===== src/rtl/axi_lite_regbank.sv =====
// axi_lite_regbank: AXI4-Lite slave with R/W control and RO status registers.
// Byte-strobe writes, independent AW/W capture, DECERR/SLVERR, write pulses.
module axi_lite_regbank #(
    parameter int                DATA_W    = 32,
    parameter int                NUM_REGS  = 8,
    parameter int                NUM_RO    = 2,
    parameter int                ADDR_W    = 32,
    parameter logic [DATA_W-1:0] RESET_VAL = '0
) (
    input  logic                       clock,
    input  logic                       reset_n,
    input  logic [ADDR_W-1:0]          awaddr,
    input  logic [2:0]                 awprot,
    input  logic                       awvalid,
    output logic                       awready,
    input  logic [DATA_W-1:0]          wdata,
    input  logic [DATA_W/8-1:0]        wstrb,
    input  logic                       wvalid,
    output logic                       wready,
    output logic [1:0]                 bresp,
    output logic                       bvalid,
    input  logic                       bready,
    input  logic [ADDR_W-1:0]          araddr,
    input  logic [2:0]                 arprot,
    input  logic                       arvalid,
    output logic                       arready,
    output logic [DATA_W-1:0]          rdata,
    output logic [1:0]                 rresp,
    output logic                       rvalid,
    input  logic                       rready,
    output logic [NUM_REGS*DATA_W-1:0] reg_out,
    input  logic [(NUM_RO > 0 ? NUM_RO : 1)*DATA_W-1:0] ro_in,
    output logic [NUM_REGS-1:0]        wr_pulse
);

    localparam int STRB_W = DATA_W / 8;
    localparam int B      = $clog2(STRB_W);
    localparam int I      = $clog2(NUM_REGS);
    localparam int HI     = B + I;
    localparam int NUM_RW = NUM_REGS - NUM_RO;
    localparam int ROW    = (NUM_RO > 0 ? NUM_RO : 1) * DATA_W;

    localparam logic [1:0] RESP_OKAY   = 2'b00;
    localparam logic [1:0] RESP_SLVERR = 2'b10;
    localparam logic [1:0] RESP_DECERR = 2'b11;

    logic [DATA_W-1:0]   r_regs [NUM_RW];
    logic [ROW-1:0]      r_ro;

    logic                r_aw_held;
    logic [I-1:0]        r_aw_idx;
    logic                r_aw_dec;
    logic                r_w_held;
    logic [DATA_W-1:0]   r_wdata;
    logic [STRB_W-1:0]   r_wstrb;

    logic                r_bvalid;
    logic [1:0]          r_bresp;
    logic [NUM_REGS-1:0] r_wr_pulse;

    logic                r_rvalid;
    logic [1:0]          r_rresp;
    logic [DATA_W-1:0]   r_rdata;

    logic [I-1:0]        w_aw_idx;
    logic                w_aw_dec;
    logic [I-1:0]        w_ar_idx;
    logic                w_ar_dec;
    logic                w_aw_fire;
    logic                w_w_fire;
    logic                w_ar_fire;
    logic                w_commit;
    logic                w_wr_ro;
    logic                w_wr_ok;
    logic [DATA_W-1:0]   w_rd_val;
    logic                w_unused;

    assign w_aw_idx  = awaddr[B +: I];
    assign w_aw_dec  = (awaddr >> HI) != '0;
    assign w_ar_idx  = araddr[B +: I];
    assign w_ar_dec  = (araddr >> HI) != '0;

    assign awready   = ~r_aw_held & ~r_bvalid;
    assign wready    = ~r_w_held & ~r_bvalid;
    assign arready   = ~r_rvalid;

    assign w_aw_fire = awvalid & awready;
    assign w_w_fire  = wvalid & wready;
    assign w_ar_fire = arvalid & arready;

    assign w_commit  = r_aw_held & r_w_held;
    assign w_wr_ro   = {1'b0, r_aw_idx} >= (I + 1)'(NUM_RW);
    assign w_wr_ok   = w_commit & ~r_aw_dec & ~w_wr_ro;

    assign bvalid    = r_bvalid;
    assign bresp     = r_bresp;
    assign wr_pulse  = r_wr_pulse;
    assign rvalid    = r_rvalid;
    assign rresp     = r_rresp;
    assign rdata     = r_rdata;

    assign w_unused  = ^{awprot, arprot, awaddr[B-1:0], araddr[B-1:0]};

    // Capture the write address and write data into their own holders
    always_ff @(posedge clock) begin
        if (!reset_n) begin
            r_aw_held <= 1'b0;
            r_aw_idx  <= '0;
            r_aw_dec  <= 1'b0;
            r_w_held  <= 1'b0;
            r_wdata   <= '0;
            r_wstrb   <= '0;
        end else if (w_commit) begin
            r_aw_held <= 1'b0;
            r_w_held  <= 1'b0;
        end else begin
            if (w_aw_fire) begin
                r_aw_held <= 1'b1;
                r_aw_idx  <= w_aw_idx;
                r_aw_dec  <= w_aw_dec;
            end
            if (w_w_fire) begin
                r_w_held <= 1'b1;
                r_wdata  <= wdata;
                r_wstrb  <= wstrb;
            end
        end
    end

    // Byte-lane update of the addressed R/W register on commit
    always_ff @(posedge clock) begin
        if (!reset_n) begin
            for (int i = 0; i < NUM_RW; i++) begin
                r_regs[i] <= RESET_VAL;
            end
        end else if (w_wr_ok) begin
            for (int i = 0; i < NUM_RW; i++) begin
                if (r_aw_idx == I'(i)) begin
                    for (int k = 0; k < STRB_W; k++) begin
                        if (r_wstrb[k]) begin
                            r_regs[i][8*k +: 8] <= r_wdata[8*k +: 8];
                        end
                    end
                end
            end
        end
    end

    // Write response and one-cycle write pulse
    always_ff @(posedge clock) begin
        if (!reset_n) begin
            r_bvalid   <= 1'b0;
            r_bresp    <= RESP_OKAY;
            r_wr_pulse <= '0;
        end else begin
            r_wr_pulse <= '0;
            if (w_commit) begin
                r_bvalid <= 1'b1;
                if (r_aw_dec) begin
                    r_bresp <= RESP_DECERR;
                end else if (w_wr_ro) begin
                    r_bresp <= RESP_SLVERR;
                end else begin
                    r_bresp    <= RESP_OKAY;
                    r_wr_pulse <= NUM_REGS'(1) << r_aw_idx;
                end
            end else if (r_bvalid & bready) begin
                r_bvalid <= 1'b0;
            end
        end
    end

    // Read source mux: R/W registers or live status inputs
    always_comb begin
        w_rd_val = '0;
        for (int i = 0; i < NUM_RW; i++) begin
            if (w_ar_idx == I'(i)) begin
                w_rd_val = r_regs[i];
            end
        end
        for (int j = 0; j < NUM_RO; j++) begin
            if (w_ar_idx == I'(NUM_RW + j)) begin
                w_rd_val = ro_in[j*DATA_W +: DATA_W];
            end
        end
    end

    // Read channel: load data on accept, hold until taken
    always_ff @(posedge clock) begin
        if (!reset_n) begin
            r_rvalid <= 1'b0;
            r_rresp  <= RESP_OKAY;
            r_rdata  <= '0;
        end else if (w_ar_fire) begin
            r_rvalid <= 1'b1;
            r_rresp  <= w_ar_dec ? RESP_DECERR : RESP_OKAY;
            r_rdata  <= w_ar_dec ? '0 : w_rd_val;
        end else if (r_rvalid & rready) begin
            r_rvalid <= 1'b0;
        end
    end

    // Registered copy of status inputs keeps reg_out free of input paths
    always_ff @(posedge clock) begin
        if (!reset_n) begin
            r_ro <= '0;
        end else begin
            r_ro <= ro_in;
        end
    end

    // Flatten registers and status copy onto reg_out
    always_comb begin
        reg_out = '0;
        for (int i = 0; i < NUM_RW; i++) begin
            reg_out[i*DATA_W +: DATA_W] = r_regs[i];
        end
        for (int j = 0; j < NUM_RO; j++) begin
            reg_out[(NUM_RW+j)*DATA_W +: DATA_W] = r_ro[j*DATA_W +: DATA_W];
        end
    end

endmodule


===== config.mk =====
export PLATFORM = sky130hd
export DESIGN_NAME = axi_lite_regbank
export DESIGN_NICKNAME = d
export VERILOG_FILES = /design/src/rtl/axi_lite_regbank.sv
export SDC_FILE = /design/constraint.sdc
export NUM_CORES = 1
export LEC_CHECK = 0
export CAP_MARGIN = 20
export CORE_UTILIZATION = 25
export CTS_CLUSTER_DIAMETER = 60
export DETAILED_ROUTE_END_ITERATION = 16
export PLACE_DENSITY = 0.49
export SYNTH_ARGS = -nofsm -noshare
export SYNTH_HDL_FRONTEND = slang
export SYNTH_SLANG_ARGS = --single-unit
export TNS_END_PERCENT = 50

===== constraint.sdc =====
create_clock -name clock -period 3.58 [get_ports clock]
set_input_delay 0.537 -clock clock [delete_from_list [all_inputs] [get_ports clock]]
set_output_delay 0.537 -clock clock [all_outputs]
set_load 0.1 [all_outputs]

==> flow_metrics.py, run 1 <==
metrics = {
    "die": {
        "placement_rows": 88,
        "initial_core_util_pct": 25.48,
        "dieArea_um2": 60120,
        "die_h_um": 245.2,
        "design.core.area_um2": 58030,
        "fp.dieW_um": 245.2,
        "ioPinCount": 482,
    },
    "clock_network": {
        "post_cts_buffers": 0,
        "clk_pin_slew_ns": 0.06,
        "cts_tree": "yes",
        "clockBufferDepth": 3,
        "root_buffer": "clkbuf_16",
        "clock_latency_ns": 0.56,
        "htree_levels": 2,
        "cts.sink_count": 343,
        "cts_buffers": 46,
        "ctsResizeCount": 0,
        "hold_buffers": 0,
    },
    "critical_path": {
        "crit_slowest_cell": "clkdlybuf4s50_1",
        "critPathMaxStageDelay_ns": 1.21,
        "critPathRequiredTime_ns": 3.04,
        "start_kind": "flip-flop",
        "critical-path-top-delay-family": "buffers and inverters",
        "cp_num_buf_inv": 1,
        "crit_fanout": 4,
        "crit_type": "reg2out",
        "crit_chain": "nor2_1, clkdlybuf4s50_1",
        "crit_path_end_kind": "output port",
        "worstPathArrival_ns": 2.35,
    },
    "run_status": {
        "status": "completed",
    },
    "detailed_routing": {
        "via_count": 11490,
        "wire_per_inst_um": 23.21,
        "ant_nets": 0,
        "drt_iter0_drc": 679,
        "wl_mm": 59.11,
        "drtPass1Iterations": 5,
        "drcViolationCount": 0,
        "viasPerCell": 4.512,
    },
    "pwr": {
        "p_total_uw": 11020,
        "switching_share_pct": 30.30,
        "p_sw_uw": 3340,
        "internal-power_uw": 7684,
        "p_leak_uw": 0.008109,
        "ir_drop_uv": 328.7,
        "pwr-share-clk_pct": 42.0,
        "pwr-share-seq_pct": 40.1,
        "power_density_nw_per_um2": 501.9,
        "combPwrFrac_pct": 17.9,
    },
    "timing": {
        "finalSetupViolCount": 0,
        "fmax_ghz": 0.3465,
        "fin_crit_sh_pct": 80.62,
        "drv_slew": 0,
        "rsz0062_at_grt": "false",
        "fin_skew_ns": 0.01685,
        "finalHoldViolCount": 0,
        "fin_setup_tns_ns": 0,
        "tightest_slew_ns": 1.113,
        "min_period_ns": 2.886,
        "slew_headroom_pct": 25.58,
    },
    "flow_run": {
        "maxCapViolCount": 0,
    },
    "global_route": {
        "grt_pass1_vias": 11900,
        "grt_pass1_wl_mm": 83.85,
        "global_route.usage.total_pct": 19.32,
        "grt_max_degree": 81,
        "antenna_found_initial": 4,
        "overflow": 0,
    },
    "synth": {
        "seq_area_frac_synth_pct": 59.44,
        "synth.most_common_cell": "and2_1",
        "synth_flop_cell": "edfxtp_1",
        "postSynthAreaPerCell_um2": 11.77,
        "netlist_area_um2": 14790,
        "synth-warning-count": 0,
        "synth_edf_count": 192,
        "async_reset_ff_share_pct": 0,
        "synthTopCellsByCount": "and2_1, edfxtp_1, dfxtp_1",
        "synthCells": 1256,
        "ys_seq_elements": 343,
        "synth_top_area_share_pct": 38.99,
        "synth_top_cell_by_area": "edfxtp_1",
        "synthDistinctLibCells": 45,
        "synth.area.top_cells": "edfxtp_1, dfxtp_1, and2_1, mux2i_1, mux2_2",
    },
    "placed_design": {
        "place.gp.congestion": 0.8431,
        "placement.io_buffers": 471,
        "dpl.hpwl_mm": 42.44,
    },
    "finish": {
        "area_growth_pct": 48.57,
        "drive_above_1_share_pct": 11.51,
        "final_nets": 1920,
    },
    "worst_hold_path": {
        "min_path_type": "reg2reg",
    },
}
[layout by cell type (no fill, tap or decap), types with 3 or more instances in the layout]
cell type        count
mux2i_1             62
nor4_1              12
o211ai_1             8
edfxtp_1           192
o22ai_1             22
nand2_1            109
and2_1             260
or3b_1              22
a32o_1              24
clkdlybuf4s50_1    461
nand3_1             11
nor2b_1             12
clkbuf_8             4
nor2_2              16
buf_4               49
mux2_2              44
inv_1                6
clkbuf_1             8
clkinv_1             4
nand2b_1            24
nor3_1               6
dfxtp_1            151
o21ai_0             28
a21boi_0            37
buf_12               5
o21ai_1             14
clkinv_2            11
inv_8                3
bufinv_16            3
nor2_1              26
a21oi_1             47
mux4_2               8
nand3b_1             4
o31ai_1              6
clkbuf_16           49
[routing by layer]
metal | routed length, um | global-route usage (%) | part of all wire (%)
met1 | 24280 | 23.27 | 41
met2 | 29610 | 33.65 | 50
met3 | 3847 | 4.920 | 6.5
met4 | 1333 | 5.607 | 2.3
met5 | 38 | 0 | 0.064
[registers in the layout, indices dropped and copies added (netlist names)]
register / flops
rvalid: 1
r_w_held: 1
bresp: 2
r_aw_idx: 3
rdata: 32
bvalid: 1
r_regs: 192
r_wstrb: 4
r_aw_dec: 1
wr_pulse: 8
rresp: 1
r_wdata: 32
r_ro: 64
r_aw_held: 1
[worst paths after layout]
| path | depth (start not counted) | slack, ns | to | start |
|---|---|---|---|---|
| min | 2 | 0.46 | rdata[15] | rdata[15] |
| max | 2 | 0.69 | wready | bvalid |
| min reg2reg | 2 | 0.46 | rdata[15] | rdata[15] |
| max reg2reg | 4 | 1.10 | r_regs[1][20] | r_w_held |
[logic make-up (layout without fill, tap and decap cells)]
| kind of cell | count (synthesis) | count (layout) | synth area share [%] |
|---|---|---|---|
| compound gates | 200 | 200 | 8.945 |
| buf+inv | 84 | 608 | 3.030 |
| flops | 343 | 343 | 59.44 |
| mux | 114 | 114 | 8.767 |
| other cells | 1 | 3 | 0.02536 |
| simple gates | 514 | 514 | 19.79 |
[power by group through the flow]
stage | logic, uW | registers (uW) | clock network [uW]
2_1_floorplan | 443 | 5340 | 0
3_3_place_gp | 1990 | 4510 | 0
3_5_place_dp | 1990 | 4510 | 0
4_1_cts | 2000 | 4430 | 4740
5_1_grt | 2060 | 4440 | 4920
6_report | 1980 | 4420 | 4630
[area by class of cell]
class,instances,area [um^2]
Clock inverter,25,222.7
Antenna cell,1,2.502
Tap cell,765,957.2
Sequential cell,343,8788
Inverter,6,22.52
Multi-Input combinational cell,830,5568
Timing Repair Buffer,516,5094
Clock buffer,61,1311
Fill cell,5610,36060
[stage by stage]
stage / cell area, um^2 / worst slack [ns] / std cells / utilization, % / hold WS [ns]
CTS: 21960 / 0.6514 / 2546 / 37.85 / 0.4589
global placement: 20430 / 0.8451 / 2460 / 35.21 / 0.4367
finish: 21970 / 0.6938 / 2547 / 37.86 / 0.4556
global route: 21970 / 0.6267 / 2547 / 37.86 / 0.4834
floorplan: 14790 / 0.4527 / 1257 / - / 0.4437
detailed placement: 20430 / 0.7321 / 2460 / 35.21 / 0.4470
[worst reg2reg max path, stage by stage (launching register included)]
cell and delay, ns:
dfxtp_1 0.37, and2_1 0.37, nand3_1 0.52, nor2_1 0.85
and2_1 0.23
No activity file was read; power rests on OpenSTA's default activity.
==> inputs of run 2 (changes only) <==
--- a/config.mk
+++ b/config.mk
@@ -9,7 +9,7 @@
 export CORE_UTILIZATION = 25
 export CTS_CLUSTER_DIAMETER = 60
 export DETAILED_ROUTE_END_ITERATION = 16
-export PLACE_DENSITY = 0.49
+export PLACE_DENSITY = 0.5
 export SYNTH_ARGS = -nofsm -noshare
 export SYNTH_HDL_FRONTEND = slang
 export SYNTH_SLANG_ARGS = --single-unit
==> constraint.sdc (replaced) <==
create_clock -name clock -period 2.3 [get_ports clock]
set_input_delay 0.345 -clock clock [delete_from_list [all_inputs] [get_ports clock]]
set_output_delay 0.345 -clock clock [all_outputs]
set_load 0.1 [all_outputs]
==> run 2 against run 1 <==
Compared with the run above: clock skew increased by 0.0033 ns; sequential share of layout area rose by 0.94 points; critical path depth grew 2; setup slack got worse by 0.48 ns; register-to-register slack lost 0.89 ns; global-route usage about the same; non-clock buffer count increased by 28; largest cell class unchanged; largest power group unchanged; highest routed layer unchanged.
==> flow_metrics.py, run 2 (synthesis gave the netlist of run 1 again) <==
metrics = {
    "detailed_routing": {
        "wire_per_inst_um": 23.03,
        "drt_iter0_drc": 630,
        "via_count": 11790,
        "drcViolationCount": 0,
        "viasPerCell": 4.577,
        "wl_mm": 59.30,
        "ant_nets": 0,
        "drtPass1Iterations": 5,
    },
    "clock_network": {
        "ctsResizeCount": 0,
        "hold_buffers": 0,
        "post_cts_buffers": 0,
        "root_buffer": "clkbuf_16",
        "cts_tree": "yes",
        "cts.sink_count": 343,
        "clk_pin_slew_ns": 0.06,
        "htree_levels": 2,
        "clock_latency_ns": 0.58,
        "cts_buffers": 47,
        "clockBufferDepth": 3,
    },
    "global_route": {
        "antenna_found_initial": 4,
        "grt_max_degree": 62,
        "overflow": 0,
        "grt_pass1_wl_mm": 84.14,
        "global_route.usage.total_pct": 19.30,
        "grt_pass1_vias": 12170,
    },
    "die": {
        "ioPinCount": 482,
        "die_h_um": 245.2,
        "initial_core_util_pct": 25.48,
        "design.core.area_um2": 58030,
        "dieArea_um2": 60120,
        "fp.dieW_um": 245.2,
        "placement_rows": 88,
    },
    "pwr": {
        "p_leak_uw": 0.008680,
        "power_density_nw_per_um2": 795.4,
        "ir_drop_uv": 498.5,
    },
    "timing": {
        "finalHoldViolCount": 0,
        "finalSetupViolCount": 0,
        "tightest_slew_ns": 0.6912,
        "slew_headroom_pct": 53.92,
        "fmax_ghz": 0.4795,
        "drv_slew": 0,
        "min_period_ns": 2.085,
        "fin_skew_ns": 0.02017,
        "rsz0062_at_grt": "false",
        "fin_crit_sh_pct": 90.67,
    },
    "critical_path": {
        "crit_path_end_kind": "flip-flop",
        "start_kind": "flip-flop",
        "critPathRequiredTime_ns": 2.74,
        "crit_slowest_cell": "nor2_1",
        "crit_fanout": 11,
        "worstPathArrival_ns": 2.53,
        "crit_start": "r_aw_idx[2]",
        "critPathMaxStageDelay_ns": 0.57,
        "crit_type": "reg2reg",
        "crit_chain": "nor2b_1, nand3_1, nor2_1, and2_1",
        "timing.rr.start": "r_aw_idx[2]",
    },
    "placed_design": {
        "dpl.hpwl_mm": 44.10,
        "place.gp.congestion": 0.8614,
        "placed_cells": 2488,
        "placement.io_buffers": 471,
    },
    "finish": {
        "final_nets": 1949,
        "mostFrequentLayoutCell": "buf_4",
        "largest_reg_flops": 192,
        "regMostFlops": "r_regs",
        "final_util_pct": 36.98,
        "layout_common_cells": "buf_4, and2_1, edfxtp_1",
        "drive_above_1_share_pct": 29.50,
        "area_growth_pct": 45.15,
        "largestRegisters": "r_regs x192, r_ro x64",
        "n_antenna_cell": 0,
        "stdcell_count": 2575,
    },
    "worst_hold_path": {
        "min_from": "reset_n",
        "min_path_type": "in2reg",
    },
    "flow_run": {
        "maxCapViolCount": 0,
    },
    "run_status": {
        "status": "completed",
    },
}
-- run 2: cell types whose count changed in the layout (fill, tap and decap cells not counted), moves of 3 or more --
cell,delta
clkdlybuf4s50_1,-299
buf_4,+324
clkbuf_1,+3
buf_12,+3
-- run 2: path summary, 6_finish.rpt --
check / to / slack (ns) / cells after the start
setup / recovery: r_regs[3][2] / 0.21 / 4
hold / removal: r_aw_idx[0] / 0.07 / 2
setup reg to reg: r_regs[3][2] / 0.21 / 4
hold reg to reg: rdata[23] / 0.46 / 2
-- run 2: final cells by class --
cell class                 count  area [um^2]
clock buffer                  67         1380
clock inverter                20        146.4
fill                        5830        36570
inverter                       6        22.52
multi-input combinational    830         5573
sequential                   343         8788
tap                          765        957.2
timing repair buffer         544         4593
-- run 2: per-stage QoR --
step	total power [uW]	TNS, ns	setup WS, ns	hold WS (ns)	instance area, um^2
CTS	17290	0	0.2440	0.04284	21460
floorplan	8997	-8.712	-0.2558	0.4437	14790
global placement	10090	0	0.08729	0.4408	19930
global route	17640	0	0.03398	0.08024	21460
detailed placement	10100	0	0.05801	0.4468	19930
finish	17070	0	0.2147	0.07444	21460
-- run 2: critical path, delay by kind of cell (launching register included) --
kind / cells / cell delay (ns)
DFF: 1 / 0.41
and+or+nand+nor: 4 / 1.53
-- run 2: routing by layer --
metal / track usage [%] / part of all wire (%) / up-vias
li1: - / - / 5520
met1: 23.80 / 42 / 5752
met2: 33.62 / 49 / 414
met3: 4.089 / 6.3 / 97
met4: 5.515 / 2.4 / 4
met5: 0 / 0.039 / -
-- run 2: where the power goes --
group	switching, uW	internal [uW]
Clock	2820	4310
Combinational	2180	861
Sequential	200	6700
Total	5200	11900
==> inputs of run 3 (changes only) <==
--- a/config.mk
+++ b/config.mk
@@ -6,10 +6,12 @@
 export NUM_CORES = 1
 export LEC_CHECK = 0
 export CAP_MARGIN = 20
+export CELL_PAD_IN_SITES_DETAIL_PLACEMENT = 1
+export CELL_PAD_IN_SITES_GLOBAL_PLACEMENT = 1
 export CORE_UTILIZATION = 25
 export CTS_CLUSTER_DIAMETER = 60
 export DETAILED_ROUTE_END_ITERATION = 16
-export PLACE_DENSITY = 0.5
+export PLACE_DENSITY = 0.62
 export SYNTH_ARGS = -nofsm -noshare
 export SYNTH_HDL_FRONTEND = slang
 export SYNTH_SLANG_ARGS = --single-unit
==> run 3 against run 2 <==
Compared with the run above: combinational power barely moved; power fell by 0.12%; sequential share of layout area barely moved; critical endpoint is now r_regs[2][9]; global-route usage rose by 0.48 points; die area did not move; final cell count did not move.
==> flow_metrics.py, run 3 (synthesis gave the netlist of run 1 again) <==
metrics = {
    "run_status": {
        "status": "completed",
    },
    "die": {
        "dieArea_um2": 60120,
        "initial_core_util_pct": 25.48,
        "placement_rows": 88,
        "die_h_um": 245.2,
        "ioPinCount": 482,
        "fp.dieW_um": 245.2,
        "design.core.area_um2": 58030,
    },
    "finish": {
        "final_nets": 1949,
        "mostFrequentLayoutCell": "buf_4",
        "n_fill_cell": 6308,
        "largestRegisters": "r_regs x192, r_ro x64",
        "final_util_pct": 36.98,
        "regMostFlops": "r_regs",
        "layout_common_cells": "buf_4, and2_1, edfxtp_1",
        "largest_reg_flops": 192,
        "drive_above_1_share_pct": 29.52,
        "area_growth_pct": 45.14,
    },
    "clock_network": {
        "clockBufferDepth": 3,
        "ctsResizeCount": 0,
        "cts_tree": "yes",
        "clk_pin_slew_ns": 0.06,
        "root_buffer": "clkbuf_16",
        "hold_buffers": 0,
        "htree_levels": 2,
        "cts_buffers": 45,
        "cts.sink_count": 343,
        "post_cts_buffers": 0,
        "clock_latency_ns": 0.57,
    },
    "detailed_routing": {
        "via_count": 11910,
        "wl_mm": 60.74,
        "viasPerCell": 4.623,
        "drcViolationCount": 0,
        "drt_iter0_drc": 516,
        "drtPass1Iterations": 4,
        "ant_nets": 0,
        "wire_per_inst_um": 23.59,
    },
    "global_route": {
        "grt_pass1_vias": 12620,
        "grt_max_degree": 59,
        "overflow": 0,
        "antenna_found_initial": 3,
        "global_route.usage.total_pct": 19.78,
        "grt_pass1_wl_mm": 86.19,
    },
    "placed_design": {
        "placement.io_buffers": 471,
        "place.gp.congestion": 0.8402,
        "dpl.hpwl_mm": 45.40,
    },
    "timing": {
        "slew_headroom_pct": 59.71,
        "drv_slew": 0,
        "fin_skew_ns": 0.01167,
        "finalHoldViolCount": 0,
        "finalSetupViolCount": 0,
        "rsz0062_at_grt": "false",
        "fin_crit_sh_pct": 90.44,
        "min_period_ns": 2.080,
        "tightest_slew_ns": 0.6021,
        "fin_setup_tns_ns": 0,
        "fmax_ghz": 0.4807,
    },
    "pwr": {
        "p_leak_uw": 0.008661,
        "power_density_nw_per_um2": 794.5,
        "combPwrFrac_pct": 17.9,
        "pwr-share-seq_pct": 40.5,
        "switching_share_pct": 30.62,
        "pwr-share-clk_pct": 41.6,
        "ir_drop_uv": 527.8,
        "p_sw_uw": 5220,
        "internal-power_uw": 11830,
    },
    "worst_hold_path": {
        "min_path_type": "in2reg",
    },
    "flow_run": {
        "maxCapViolCount": 0,
    },
    "critical_path": {
        "start_kind": "flip-flop",
        "crit_path_end_kind": "flip-flop",
        "worstPathArrival_ns": 2.50,
        "crit_fanout": 11,
        "critPathRequiredTime_ns": 2.72,
        "crit_type": "reg2reg",
    },
}
run 3: final timing paths:
path	startpoint	to	slack, ns	depth (start not counted)
max	r_aw_idx[2]	r_regs[2][9]	0.22	4
max reg2reg	r_aw_idx[2]	r_regs[2][9]	0.22	4
min reg2reg	rdata[23]	rdata[23]	0.46	2
min	reset_n	r_aw_idx[0]	0.13	2
run 3: metal layers:
layer  global-route usage, %  vias to the layer above  part of all wire, %
met5                       0                        -                0.015
met4                   5.882                        2                  2.4
met3                   4.231                       92                  5.6
met2                   34.95                      358                   50
met1                   23.87                     5953                   42
li1                        -                     5500                    -
run 3: stage by stage:
step                total power (uW)  worst slack (ns)  hold slack (ns)  std cells  cell area (um^2)
finish                         17050            0.2198           0.1288       2575             21460
global route                   17560          0.008078           0.1192       2575             21460
CTS                            17250            0.2125          0.08916       2574             21460
detailed placement             10110            0.1054           0.4453       2490             19950
global placement               10080            0.1520           0.4404       2490             19950
floorplan                       8997           -0.2558           0.4437       1257             14790
run 3: final cells by class:
| cell class | instances | area [um^2] | share of cell area [%] |
|---|---|---|---|
| Antenna cell | 1 | 2.502 | 0.01166 |
| Clock inverter | 24 | 231.5 | 1.079 |
| Timing Repair Buffer | 546 | 4608 | 21.47 |
| Sequential cell | 343 | 8788 | 40.95 |
| Tap cell | 765 | 957.2 | 4.460 |
| Clock buffer | 60 | 1276 | 5.947 |
| Multi-Input combinational cell | 830 | 5573 | 25.97 |
| Inverter | 6 | 22.52 | 0.1050 |
run 3: worst max-delay path: stages (launching register included):
cell and delay [ns]:
dfxtp_1 0.42, nor2b_1 0.30, nand3b_1 0.45, nor2_2 0.56, and2_1 0.21
run 3: power by group through the flow:
| stage | combinational (uW) | clock (uW) | sequential (uW) |
|---|---|---|---|
| 2_1_floorplan | 690 | 0 | 8310 |
| 3_3_place_gp | 3060 | 0 | 7020 |
| 3_5_place_dp | 3080 | 0 | 7030 |
| 4_1_cts | 3090 | 7260 | 6900 |
| 5_1_grt | 3180 | 7460 | 6920 |
| 6_report | 3060 | 7090 | 6900 |
